$ cat config.mk
export PLATFORM = sky130hd
export DESIGN_NAME = fetch_unit
export DESIGN_NICKNAME = d
export VERILOG_FILES = /design/src/rtl/fetch_unit_pkg.sv /design/src/rtl/fetch_unit_if_id_reg.sv /design/src/rtl/fetch_unit.sv
export SDC_FILE = /design/constraint.sdc
export NUM_CORES = 1
export LEC_CHECK = 0
export CORE_UTILIZATION = 25
export DETAILED_ROUTE_END_ITERATION = 6
export PLACE_DENSITY_LB_ADDON = 0.25
export SLEW_MARGIN = 20
export SYNTH_ARGS = -nofsm -noshare
export SYNTH_HDL_FRONTEND = slang
export SYNTH_SLANG_ARGS = --single-unit
$ cat constraint.sdc
create_clock -name clk -period 6.8 [get_ports clk]
set_clock_uncertainty 0.15 [all_clocks]
set_input_delay 1.7 -clock clk [delete_from_list [all_inputs] [get_ports clk]]
set_output_delay 1.7 -clock clk [all_outputs]
set_load 0.1 [all_outputs]
$ cat src/rtl/fetch_unit_pkg.sv
// Shared constants and state encoding for the instruction fetch stage.
package fetch_unit_pkg;

    localparam int XLEN = 32;
    localparam logic [XLEN-1:0] NOP_INSTR = 32'h0000_0000;

    typedef enum logic [1:0] {
        ST_BOOT   = 2'd0,
        ST_RUN    = 2'd1,
        ST_HALTED = 2'd2
    } fetch_state_t;

endpackage

$ cat src/rtl/fetch_unit_if_id_reg.sv
// IF/ID pipeline register: load a fetched word, flush to NOP, or hold.
module if_id_reg
    import fetch_unit_pkg::*;
(
    input  logic            clk,
    input  logic            reset,
    input  logic            i_load,
    input  logic            i_flush,
    input  logic [XLEN-1:0] i_instr,
    input  logic [XLEN-1:0] i_pc,
    output logic            o_vld_p1,
    output logic [XLEN-1:0] o_instr_p1,
    output logic [XLEN-1:0] o_pc_p1,
    output logic [XLEN-1:0] o_pc4_p1
);

    logic            r_vld_p1;
    logic [XLEN-1:0] r_instr_p1;
    logic [XLEN-1:0] r_pc_p1;
    logic [XLEN-1:0] r_pc4_p1;

    // IF -> ID boundary; flush leaves pc/pc4 untouched since only valid and instr matter downstream
    always_ff @(posedge clk or posedge reset) begin
        if (reset) begin
            r_vld_p1   <= 1'b0;
            r_instr_p1 <= NOP_INSTR;
            r_pc_p1    <= '0;
            r_pc4_p1   <= '0;
        end else if (i_flush) begin
            r_vld_p1   <= 1'b0;
            r_instr_p1 <= NOP_INSTR;
        end else if (i_load) begin
            r_vld_p1   <= 1'b1;
            r_instr_p1 <= i_instr;
            r_pc_p1    <= i_pc;
            r_pc4_p1   <= i_pc + 32'd4;
        end
    end

    assign o_vld_p1   = r_vld_p1;
    assign o_instr_p1 = r_instr_p1;
    assign o_pc_p1    = r_pc_p1;
    assign o_pc4_p1   = r_pc4_p1;

endmodule

$ cat src/rtl/fetch_unit.sv
// Instruction fetch: PC, boot/run/halt control, delivered-instruction counter, IF/ID register.
module fetch_unit
    import fetch_unit_pkg::*;
#(
    parameter logic [XLEN-1:0] RESET_PC  = 32'h0000_0000,
    parameter int unsigned     MEM_DEPTH = 256
)
(
    input  logic            clk,
    input  logic            reset,
    output logic [XLEN-1:0] imem_addr,
    input  logic [XLEN-1:0] imem_data,
    input  logic            redirect_valid,
    input  logic [XLEN-1:0] redirect_pc,
    input  logic            id_ready,
    output logic            if_id_valid,
    output logic [XLEN-1:0] if_id_instr,
    output logic [XLEN-1:0] if_id_pc,
    output logic [XLEN-1:0] if_id_pc4,
    output logic            halted,
    output logic [XLEN-1:0] fetch_count
);

    localparam logic [XLEN-1:0] DEPTH_W = XLEN'(MEM_DEPTH);

    fetch_state_t    r_state;
    fetch_state_t    w_state_next;
    logic [XLEN-1:0] r_pc;
    logic [XLEN-1:0] w_pc_next;
    logic [XLEN-1:0] r_fetch_count;
    logic [XLEN-1:0] w_redir_pc;
    logic            w_advance;
    logic            w_in_range;
    logic            w_load;
    logic            w_flush;
    logic            w_count_inc;
    logic            w_vld_p1;

    assign w_advance  = !w_vld_p1 || id_ready;
    assign w_in_range = (r_pc >> 2) < DEPTH_W;
    assign w_redir_pc = redirect_pc & ~32'h0000_0003;

    always_ff @(posedge clk or posedge reset) begin
        if (reset) r_state <= ST_BOOT;
        else       r_state <= w_state_next;
    end

    always_comb begin
        w_state_next = r_state;
        if (redirect_valid) begin
            w_state_next = ST_RUN;
        end else begin
            case (r_state)
                ST_BOOT:   w_state_next = ST_RUN;
                ST_RUN:    if (w_advance && !w_in_range) w_state_next = ST_HALTED;
                ST_HALTED: w_state_next = ST_HALTED;
                default:   w_state_next = ST_BOOT;
            endcase
        end
    end

    // Redirect beats everything; a halted stage only flushes once decode has taken its last word
    always_comb begin
        w_load      = 1'b0;
        w_flush     = 1'b0;
        w_count_inc = 1'b0;
        w_pc_next   = r_pc;
        if (redirect_valid) begin
            w_flush   = 1'b1;
            w_pc_next = w_redir_pc;
        end else if (r_state == ST_RUN && w_advance) begin
            if (w_in_range) begin
                w_load      = 1'b1;
                w_count_inc = 1'b1;
                w_pc_next   = r_pc + 32'd4;
            end else begin
                w_flush = 1'b1;
            end
        end else if (r_state == ST_HALTED && w_advance) begin
            w_flush = 1'b1;
        end
    end

    always_ff @(posedge clk or posedge reset) begin
        if (reset) r_pc <= RESET_PC;
        else       r_pc <= w_pc_next;
    end

    always_ff @(posedge clk or posedge reset) begin
        if (reset)
            r_fetch_count <= '0;
        else if (w_count_inc && r_fetch_count != 32'hFFFF_FFFF)
            r_fetch_count <= r_fetch_count + 32'd1;
    end

    if_id_reg u_if_id_reg (
        .clk        (clk),
        .reset      (reset),
        .i_load     (w_load),
        .i_flush    (w_flush),
        .i_instr    (imem_data),
        .i_pc       (r_pc),
        .o_vld_p1   (w_vld_p1),
        .o_instr_p1 (if_id_instr),
        .o_pc_p1    (if_id_pc),
        .o_pc4_p1   (if_id_pc4)
    );

    assign if_id_valid = w_vld_p1;
    assign imem_addr   = r_pc;
    assign halted      = (r_state == ST_HALTED);
    assign fetch_count = r_fetch_count;

endmodule

## Word level (Yosys, flattened, before mapping)

Index checks and enable logic that the tools add are counted.

| storage, ports and cells | value |
|---|---|
| flip-flop bits (word level) | 163 |
| bits of input ports | 68 |
| output and inout bits | 162 |
| logic and storage cells | 45 |

| cells by class | value |
|---|---|
| add/subtract/negate cells | 2 |
| order comparisons | 1 |
| equal/unequal tests | 4 |
| multiplexer cells | 17 |
| bitwise gates (word level) | 1 |
| reduce and logical (&&, ||, !) cells | 13 |

Operators by type and width:

| kind | count |
|---|---|
| $mux 32 | 5 |
| $add 32x1->32 const B | 1 |
| $add 32x3->32 const B | 1 |
| $ne 32x32->1 const B | 1 |
| $lt 30x9->1 const B | 1 |
| $mux 1 | 9 |
| $pmux 2 s3 | 1 |
| $reduce_bool 2->1 | 3 |
| $logic_and 1x1->1 | 4 |
| $mux 2 | 2 |
| $reduce_and 2->1 | 2 |
| $ne 3x3->1 const B | 1 |
| $eq 2x1->1 const B | 1 |
| $eq 2x2->1 const B | 1 |
| $logic_not 1->1 | 2 |
| $logic_not 2->1 | 1 |
| $logic_or 1x1->1 | 1 |
| $not 1->1 | 1 |

## Depth between registers and ports, before layout

| logic depth | value |
|---|---|
| depth in word-level cells | 8 |
| gate-level depth with buffers | 8 |
| gate-level depth less buffers | 7 |

## Hierarchy

From an unflattened synthesis, not the netlist that was laid out.

| unflattened totals | value |
|---|---|
| cells, all modules | 707 |
| area, all modules | 7323.3 µm² |

Modules (own cells, without submodules):

| module | instances | cells an instance | area each (µm²) | seq. area each (µm²) |
|---|---|---|---|---|
| if_id_reg | 1 | 440 | 4231.6 | 2377.3 |
| fetch_unit | 1 | 267 | 3091.7 | 1601.5 |

## Least setup slack after synthesis

OpenSTA, ideal clock, no wires.

| timing path | value |
|---|---|
| path type | input port to flip-flop |
| start | input redirect_valid |
| end | register r_fetch_count[3] (netlist: fetch_count[3]) |
| setup time | 0.160 ns |
| data arrival time | 2.969 ns |
| required time | 6.490 ns |
| path slack | 3.521 ns |
| stages | 7 |
| buffers on the path | 2 |
| cells stage by stage | clkbuf_1 > nor2b_1 > nand4_1 > a211oi_2 > buf_4 > nand4_1 > xnor2_1 |

| between the ends | value |
|---|---|
| word-level cells in the longest chain between the ends | 2 |

Ends and longest elaborated chain:

| item | RTL line | RTL |
|---|---|---|
| start: declaration | fetch_unit.sv:13 | `input logic redirect_valid,` |
| $mux 1 | fetch_unit.sv:68 | `if (redirect_valid) begin` |
| $logic_and 1x1->1 | fetch_unit.sv:92 | `else if (w_count_inc && r_fetch_count != 32'hFFFF_FFFF)` |
| end signal: assignment | fetch_unit.sv:93 | `r_fetch_count <= r_fetch_count + 32'd1;` |
| end: declaration | fetch_unit.sv:30 | `logic [XLEN-1:0] r_fetch_count;` |

Every way passes these cells.
A chain may end at the register's enable or synchronous reset.

## Worst setup path after layout

| timing path | value |
|---|---|
| start | register r_state[0] |
| end | output halted |

| between the ends | value |
|---|---|
| word-level cells in the longest chain between the ends | 1 |

Ends and longest elaborated chain:

| item | RTL line | RTL |
|---|---|---|
| start: declaration | fetch_unit.sv:26 | `fetch_state_t r_state;` |
| start signal: assignment | fetch_unit.sv:45 | `else r_state <= w_state_next;` |
| $eq 2x2->1 | fetch_unit.sv:111 | `assign halted = (r_state == ST_HALTED);` |
| end: declaration | fetch_unit.sv:20 | `output logic halted,` |

Every way passes these cells.

==> summary.md <==
| Metric | Value |
|---|---|
| Status | complete, no violations |
| Fraction of layout cells with a size suffix above 1 | 10.87% |
| Hold Vio Cnt, Final | 0 |
| Leakage | 4.065 nW |
| WL final | 16160 um |
| Worst skew pair latency | 0.41 ns |
| Pwr Total | 2.196 mW |
| Largest delay share family, worst path | buffers and inverters |
| CP Data Required Time | 4.95 ns |
| Synth-to-layout area growth | 49.25% |
| Remaining Overflow, GRT | 0 |
| Smallest hold slack | 0.3453 ns |
| Drt pass-1 iters | 4 |
| Placed cell areas | 8859 sq um |
| Buffers on Ports | 221 |
| I/O Pins | 230 |
| Slew Viols, Final | 0 |
| XOR/XNOR Fraction of Synth Area | 5.965% |
| PD cells | 233.0 nW/um^2 |
| Crit end category | primary output |
| Most frequent cell after synthesis | dfrtp_1 |
| F_max | 0.2444 GHz |
| Worst-path clk slew | 0.06 ns |
| Post-route setup TNS | 0 ns |
| Starting density of the core | 25.73% |
| Initial antenna violation count | 0 |
| Largest net degree at the start of global routing | 99 |
| HP Class | flip-flop to flip-flop |
| Crit path buffers/inverters | 2 |
| Drt wl/cell | 15.37 um |
| Number of synthesized flops with an enable pin | 0 |
| Global-route wire length before repair | 26000 um |
| CP Cell Sequence | inv_1 > ha_1 > clkdlybuf4s50_1 |
| First DRT Iteration DRCs | 177 |
| Synth Area in Simple Gates | 15.26% |
| Final Instance Area | 9423 sq um |
| Prevailing post-synth register cell | dfrtp_1 |
| Time the worst path needs with I/O delays and setup | 4.091 ns |
| Unrepaired setup endpoints after global routing | no |
| # resized after CTS | 0 |
| Post-synthesis compound-gate area fraction | 6.679% |
| Synth cell count leaders | dfrtp_1, nor2b_1, xnor2_1 |
| Crit-path slowest cell | clkdlybuf4s50_1 |
| Largest family of logic cells by synthesized area | simple AND/OR/NAND/NOR gates |
| Synthesized cell area | 6314 sq um |
| CP Launch Type | flip-flop |
| Slowest stage delay, CP | 1.18 ns |
| FFs w/ async S/R, synth | 100.0% |
| Non-Filler Instances | 1051 |
| GP Congestion | 0.7323 |
| Post-Synth Adder-Cell Area | 0.9909% |
| Max Buffers Root-to-Sink | 2 |
| ANT cells | 0 |
| Fill count | 2453 |
| Synthesized instance count | 495 |
| Synth warn | 0 |
| Yosys reg bits | 157 |
| # rows | 57 |
| CTS Hold Bufs | 0 |
| Setup violations, final | 0 |
| Peak supply drop | 0.0001311 V |
| CP Data Arrival Time | 2.24 ns |
| Die height | 160.9 um |
| Root Buffer | clkbuf_16 |
| Final period utilization | 60.16% |
| Synth unique cells | 37 |
| CTS Buf Count | 17 |
| Area leader, netlist | dfrtp_1 |
| Register area share after synthesis | 62.23% |
| Vias | 4554 |
| Max H-tree Level | 4 |
| Post-DR vias/cell | 4.333 |
| Number of global-route vias before repair | 4564 |
| ANT nets after route | 0 |
| Synth top area share | 62.23% |
| Post-CTS setup buffer count | 0 |
| Max-Slew Margin vs Limit | 29.35% |
| Post-synthesis mux area share | 6.025% |
| Area of the die | 25890 sq um |
| DP HPWL | 11010 um |
| Drc violations | 0 |
| CTS tree | yes |
| Synthesized area per cell | 12.75 sq um |
| Clock sinks | 157 |
| Crit-path max FO | 3 |
| Cells after DPL | 1020 |
| Least-Margin Pin Slew | 1.056 ns |
| GRT Total Usage | 12.99% |
| Die width | 160.9 um |
| Worst setup path class | flip-flop to primary output |
| Nets | 788 |
| Dominant cells by area after synthesis | dfrtp_1, mux2_2, xnor2_1, a22o_1, nor2b_1 |
| Core ar. | 24530 sq um |
| Max Cap Viol | 0 |
-- layer usage --
layer	track usage (%)	vias up	share of wire (%)
met3	4.236	11	7.0
met4	5.060	0	1.4
li1	-	2169	-
met1	18.00	2220	47
met2	18.65	154	44
met5	0	-	0
-- where the power goes --
group          switching, mW  leakage, nW  internal [mW]  total (mW)
Sequential            0.0210         2.12          0.953       0.974
Clock                  0.395        0.284          0.526       0.921
Combinational          0.213         1.66         0.0883       0.301
-- sequential cells by signal, indices dropped and copies added (netlist names) --
name                    cells
u_if_id_reg.o_pc_p1        30
r_state                     2
imem_addr                  30
u_if_id_reg.o_instr_p1     32
fetch_count                32
u_if_id_reg.o_pc4_p1       30
u_if_id_reg.o_vld_p1        1
-- logic make-up after synthesis --
| logic type | count (synthesis) |
|---|---|
| compound gates | 57 |
| fa+ha+maj | 5 |
| other cells | 1 |
| flops | 157 |
| xor+xnor | 43 |
| mux | 34 |
| simple gates | 163 |
| buf+inv | 35 |
-- path summary, 6_finish.rpt --
check,start,endpoint,slack (ns),depth (start not counted)
setup / recovery,r_state[0],halted,2.71,3
hold / removal,u_if_id_reg.o_instr_p1[2],u_if_id_reg.o_instr_p1[2],0.35,1
setup reg to reg,imem_addr[19],fetch_count[1],3.49,4
hold reg to reg,u_if_id_reg.o_instr_p1[2],u_if_id_reg.o_instr_p1[2],0.35,1
max in group asynchronous,reset,u_if_id_reg.o_instr_p1[10],3.79,3
min in group asynchronous,reset,u_if_id_reg.o_pc4_p1[28],1.71,2
-- placed cells by master (no fill, tap or decap), types with 2 or more instances in the layout --
master and n:
a21oi_1 9, a22o_1 32, and2_1 4, and3_1 7
and4_1 7, buf_4 3, clkbuf_16 17, clkbuf_8 2
clkdlybuf4s50_1 220, clkinv_2 4, clkinv_4 3, conb_1 6
dfrtp_1 157, ha_1 5, inv_1 5, inv_6 5
mux2_2 32, mux2i_1 2, nand2_1 28, nand2b_1 2
nand3_1 13, nand4_1 19, nor2_1 14, nor2b_1 44
nor3_1 5, nor4_1 10, nor4_2 2, o21ai_0 4
o21ai_1 7, or2_2 2, xnor2_1 36, xor2_1 7
-- area by class of cell --
cell class / instances / area [sq um] / area share (%)
inverters: 6 / 27.53 / 0.2921
multi-input cells: 308 / 2247 / 23.85
clock inverters: 12 / 111.4 / 1.182
clock buffers: 19 / 452.9 / 4.807
well taps: 324 / 405.4 / 4.302
flip-flops and latches: 157 / 3929 / 41.69
repair buffers: 225 / 2250 / 23.87
-- through the flow --
stage	setup slack [ns]	utilization (%)
after floorplan	0.7151	-
after global placement	2.470	36.11
after detailed placement	2.439	36.11
after CTS	2.670	38.41
after global routing	2.607	38.41
final	2.709	38.41
(Power assumes the default switching activity.)
